$ cat src/rtl/weight_load_scheduler.sv
// weight_load_scheduler
// Walks the MAC array through a weight-load job one kernel group at a time.
// Each group is a short burst of BRAM reads, one or two rows each, followed
// by a single load strobe to the MAC array. kernel_size and num_groups are
// latched when a job starts. Every output except load_weight comes from
// registered state and counters. load_weight follows mac_ready while in LOAD,
// so the strobe lands on the cycle the array accepts it.
module weight_load_scheduler #(
    parameter int GROUP_WIDTH = 8,
    parameter int MAX_READS   = 3
) (
    input  logic                   clk,
    input  logic                   rst,
    input  logic                   start,
    input  logic [4:0]             kernel_size,
    input  logic [GROUP_WIDTH-1:0] num_groups,
    input  logic                   data_valid,
    input  logic                   mac_ready,
    output logic                   address_reset,
    output logic                   read_en,
    output logic                   read_len,
    output logic [$clog2(MAX_READS)-1:0] read_idx,
    output logic                   load_weight,
    output logic [GROUP_WIDTH-1:0] group_idx,
    output logic                   busy,
    output logic                   done,
    output logic                   cfg_err
);

    localparam int IDX_W = $clog2(MAX_READS);

    typedef enum logic [2:0] {
        S_IDLE,
        S_RST_ADDR,
        S_READ,
        S_LOAD,
        S_DONE
    } state_t;

    state_t                 r_state;
    state_t                 w_state_next;
    logic [IDX_W-1:0]       r_read_idx;
    logic [IDX_W-1:0]       w_read_idx_next;
    logic [GROUP_WIDTH-1:0] r_group_idx;
    logic [GROUP_WIDTH-1:0] w_group_idx_next;
    logic [4:0]             r_kernel;
    logic [4:0]             w_kernel_next;
    logic [GROUP_WIDTH-1:0] r_num_groups;
    logic [GROUP_WIDTH-1:0] w_num_groups_next;
    logic                   r_cfg_err;
    logic                   w_cfg_err_next;

    logic                   w_cfg_ok;
    logic [IDX_W-1:0]       w_last_idx;
    logic                   w_len;

    // A job is legal only with exactly one kernel size bit and a non-zero group count.
    assign w_cfg_ok = ($countones(kernel_size) == 1) && (num_groups != '0);

    // Read schedule: index of the last read in a group, and the port length for the current read.
    always_comb begin
        w_last_idx = '0;
        w_len      = 1'b0;
        case (r_kernel)
            5'b00001: begin
                w_last_idx = '0;
                w_len      = 1'b0;
            end
            5'b00010: begin
                w_last_idx = '0;
                w_len      = 1'b1;
            end
            5'b00100: begin
                w_last_idx = IDX_W'(1);
                w_len      = (r_read_idx == '0);
            end
            5'b01000: begin
                w_last_idx = IDX_W'(1);
                w_len      = 1'b1;
            end
            5'b10000: begin
                w_last_idx = IDX_W'(2);
                w_len      = (r_read_idx != IDX_W'(2));
            end
            default: begin
                w_last_idx = '0;
                w_len      = 1'b0;
            end
        endcase
    end

    // Next-state and counter update logic.
    always_comb begin
        w_state_next      = r_state;
        w_read_idx_next   = r_read_idx;
        w_group_idx_next  = r_group_idx;
        w_kernel_next     = r_kernel;
        w_num_groups_next = r_num_groups;
        w_cfg_err_next    = 1'b0;
        case (r_state)
            S_IDLE: begin
                if (start) begin
                    if (w_cfg_ok) begin
                        w_kernel_next     = kernel_size;
                        w_num_groups_next = num_groups;
                        w_read_idx_next   = '0;
                        w_group_idx_next  = '0;
                        w_state_next      = S_RST_ADDR;
                    end else begin
                        w_cfg_err_next = 1'b1;
                    end
                end
            end
            S_RST_ADDR: begin
                w_state_next = S_READ;
            end
            S_READ: begin
                if (data_valid) begin
                    if (r_read_idx == w_last_idx) begin
                        w_read_idx_next = '0;
                        w_state_next    = S_LOAD;
                    end else begin
                        w_read_idx_next = r_read_idx + IDX_W'(1);
                    end
                end
            end
            S_LOAD: begin
                if (mac_ready) begin
                    if (r_group_idx == r_num_groups - GROUP_WIDTH'(1)) begin
                        w_state_next = S_DONE;
                    end else begin
                        // BRAM address counters keep running between groups.
                        w_group_idx_next = r_group_idx + GROUP_WIDTH'(1);
                        w_state_next     = S_READ;
                    end
                end
            end
            S_DONE: begin
                w_group_idx_next = '0;
                w_state_next     = S_IDLE;
            end
            default: begin
                w_state_next = S_IDLE;
            end
        endcase
    end

    // State and counter registers with synchronous reset.
    always_ff @(posedge clk) begin
        if (rst) begin
            r_state      <= S_IDLE;
            r_read_idx   <= '0;
            r_group_idx  <= '0;
            r_kernel     <= '0;
            r_num_groups <= '0;
            r_cfg_err    <= 1'b0;
        end else begin
            r_state      <= w_state_next;
            r_read_idx   <= w_read_idx_next;
            r_group_idx  <= w_group_idx_next;
            r_kernel     <= w_kernel_next;
            r_num_groups <= w_num_groups_next;
            r_cfg_err    <= w_cfg_err_next;
        end
    end

    assign address_reset = (r_state == S_RST_ADDR);
    assign read_en       = (r_state == S_READ);
    assign read_len      = (r_state == S_READ) && w_len;
    assign read_idx      = r_read_idx;
    assign load_weight   = (r_state == S_LOAD) && mac_ready;
    assign group_idx     = r_group_idx;
    assign busy          = (r_state != S_IDLE);
    assign done          = (r_state == S_DONE);
    assign cfg_err       = r_cfg_err;

endmodule

$ cat config.mk
export PLATFORM = sky130hd
export DESIGN_NAME = weight_load_scheduler
export DESIGN_NICKNAME = d
export VERILOG_FILES = /design/src/rtl/weight_load_scheduler.sv
export SDC_FILE = /design/constraint.sdc
export NUM_CORES = 1
export LEC_CHECK = 0
export CAP_MARGIN = 30
export CORE_MARGIN = 5
export CORE_UTILIZATION = 40
export CTS_CLUSTER_SIZE = 20
export DETAILED_ROUTE_END_ITERATION = 10
export GPL_ROUTABILITY_DRIVEN = 0
export GPL_TIMING_DRIVEN = 0
export REMOVE_ABC_BUFFERS = 1
export SYNTH_ARGS = -nofsm -noshare
export SYNTH_HDL_FRONTEND = slang
export SYNTH_SLANG_ARGS = --single-unit
$ cat constraint.sdc
create_clock -name clk -period 3.6 [get_ports clk]
set_input_delay 0.72 -clock clk [delete_from_list [all_inputs] [get_ports clk]]
set_output_delay 0.72 -clock clk [all_outputs]
set_load 0.005 [all_outputs]
==> impl_metrics.yaml <==
synth:
  synthesis.area_sq_mm: 0.001720
  yosysWarnings: 0
  synth_cells: 195
  synth_seq_area_share_pct: 31.42
  synth_top_area_share_pct: 31.42
  synth_seq_cells: 27
  synth_ff_type: "dfxtp_1"
  synth_area_leader_cell: "dfxtp_1"
  synthDistinctLibCells: 52
  avgSynthCellArea_sq_um: 8.823
  synth_area_leaders: "dfxtp_1, mux2i_1, nor2_1"
  synth-edff-count: 0
  async_flop_share_pct: 0
global_routing:
  gr-total-overflow: 0
  grtUsageTotal_pct: 14.56
  grt_pass1_wl_um: 6582
  grt_max_degree: 21
  grt_pass1_vias: 1445
  antenna_found_initial: 0
clock_tree:
  cts_buffers: 3
  clk_pin_slew_ns: 0.09
  clk_path_buf_depth: 2
  cts_tree: "built"
  cts-root-buf: "clkbuf_8"
  cts.sinks: 27
  clk_latency_ns: 0.26
  cts_max_level: 1
  hold_buffers: 0
critical_path:
  path_buf_inv: 3
  cp.required_ns: 3.79
  crit_type: "in -> reg"
  critPathCaptureType: "flip-flop"
  rr_worst_depth: 8
  rr_startpoint: "r_num_groups[0]"
  critPathArrivalTime_ns: 3.62
  max_stage_delay_ns: 0.53
  slowest_stage: "fa_1"
  crit_path_end: "r_state[0]"
  path_depth: 12
  crit_path_cell_trace: "clkdlybuf4s50_1 > inv_1 > fa_1 > inv_1 > fa_1 > ha_1 > nor3b_2 > o211ai_1 > a22oi_1 > o22ai_2 > o22a_1 > nor3_2"
  critPathMaxFanout: 3
  r2r_end: "r_state[1]"
  rrSetupSlack_ns: 0.87
  critPathTopFamily: "adder cells"
  crit_path_start_kind: "input pin"
  crit_start: "kernel_size[0]"
pwr:
  ir_worst_vdd_mv: 0.1958
  swShare_pct: 31.61
  p_clk_share_pct: 21.4
  power_leakage_nw: 0.7649
  internal_power_w: 0.0005480
  combPwrFrac_pct: 35.0
  p_seq_share_pct: 43.6
  power_density_mw_per_mm2: 371.3
  switchingPower_w: 0.0002533
detailed_routing:
  ant_nets: 0
  vias: 1545
  drt_iter0_drc: 63
  drc: 0
  routed_wirelength_um: 4032
  detail_route.wl_per_cell_um: 14.61
  via_per_inst: 5.598
  first_pass_iters: 4
layout:
  mostFrequentLayoutCells: "clkdlybuf4s50_1, dfxtp_1, nor2_1"
  final_common_cell: "clkdlybuf4s50_1"
  finish.instance_area_sq_mm: 0.002158
  fin_util_pct: 52.82
  antennaDiodeCount: 0
  layout.cells.non_filler: 276
  nNetsFinal: 252
  synthToLayoutAreaGrowth_pct: 25.45
  drive_above_1_share_pct: 9.292
min_path:
  hp-start: "group_idx[7]"
  hold_path_class: "reg -> reg"
die:
  start_util_pct: 42.10
  rows: 23
  fp.dieH_um: 75.58
  dieArea_sq_mm: 0.005712
  core-area_sq_mm: 0.004086
  die_width_um: 75.58
  pin_count: 35
place:
  dpl.cell_count: 270
  port-buffer-count: 34
  place_area_sq_mm: 0.002074
  hpwl_um: 3103
sta:
  finalSetupViolations: 0
  rsz0062_at_grt: "true"
  finalHoldViolations: 0
  fin_crit_sh_pct: 95.10
  layout_min_cycle_time_ns: 3.424
  max_freq_mhz: 292.1
  tightestPinTransition_ns: 0.7470
  fin_skew_ns: 0.002810
  setup_tns_ns: 0
  slew_headroom_pct: 50.04
  maxSlewViolCount: 0
outcome:
  outcome: "finished, final reports clean"
job:
  drv_cap: 0
==> what timing repair did <==
item | 4_1_cts | 5_1_grt
pin swaps | 0 | 4
setup buffers | 0 | 2
hold endpoints to repair | 0 | 0
endpoints found under the setup margin | 14 | 13
gates resized for setup | 2 | 3
==> cells by family (layout without fill, tap and decap cells) <==
logic type | after synthesis | after routing | share of synthesized area [%]
AND/OR/NAND/NOR | 74 | 74 | 24.51
AO/OA/AOI/OAI | 37 | 37 | 17.16
flip-flops | 27 | 27 | 31.42
buffers and inverters | 24 | 55 | 6.545
multiplexers | 16 | 16 | 9.309
XOR/XNOR | 10 | 10 | 5.091
adder cells (fa/ha/maj) | 7 | 7 | 5.964
==> state kept, by name (all words and copies together), names as in the netlist <==
name,flops
r_kernel,5
cfg_err,1
r_num_groups,8
read_idx,2
r_state,3
group_idx,8
==> metrics by stage <==
| step | worst slack, ns | total power (W) | hold WS (ns) |
|---|---|---|---|
| after CTS | 0.03789 | 0.0007946 | 0.5326 |
| after floorplan | -0.01783 | 0.0005241 | 0.4824 |
| final | 0.1764 | 0.0008013 | 0.5326 |
| after global placement | -0.9151 | 0.0006090 | 0.5023 |
| after detailed placement | -0.4707 | 0.0006192 | 0.5192 |
| after global routing | -0.01243 | 0.0008525 | 0.5815 |
==> synthesized netlist by cell type, drive strengths merged (3+ instances only) <==
master,count
nor2b,3
nor2,24
or4,10
and2,3
dfxtp,27
xor2,3
buf,3
nand3,7
o21ai,4
nand2,4
inv,14
a21oi,10
xnor2,7
mux2i,16
clkbuf,7
nor3,8
o31ai,6
ha,5
==> power groups by stage <==
stage,combinational [W],clock (W),sequential (W)
finish,0.000281,0.000172,0.000349
detailed placement,0.000264,0,0.000355
global route,0.000306,0.000193,0.000353
floorplan,0.000176,0,0.000348
global placement,0.000255,0,0.000354
CTS,0.000270,0.000176,0.000348
==> worst min-delay path by stage <==
stage / cells past startpoint / to / slack [ns]
5_1_grt: 2 / r_num_groups[7] / 0.58
3_5_place_dp: 2 / group_idx[7] / 0.52
2_1_floorplan: 2 / r_num_groups[7] / 0.48
4_1_cts: 2 / group_idx[7] / 0.53
6_report: 2 / group_idx[7] / 0.53
3_3_place_gp: 2 / group_idx[7] / 0.50
==> layout make-up <==
class,count,area (sq um)
Clock buffer,4,45.04
Sequential cell,27,540.5
Fill cell,385,1928
Tap cell,50,62.56
Multi-Input combinational cell,144,1091
Inverter,14,52.55
Timing Repair Buffer,37,366.6
==> worst register-to-register path: stages (launching register included) <==
cell,delay [ns]
dfxtp_1,0.37
inv_1,0.07
ha_1,0.17
or3b_1,0.39
o22a_1,0.21
or4_4,0.52
a221oi_4,0.56
a31oi_1,0.17
o21a_1,0.19
==> metal layers <==
metal	share of wire, %	vias up	track usage, %
li1	-	770	-
met1	47	739	20.26
met2	47	34	23.59
met3	6.1	2	2.770
met4	0.50	0	2.913
met5	0	-	0
(Power assumes the default switching activity.)
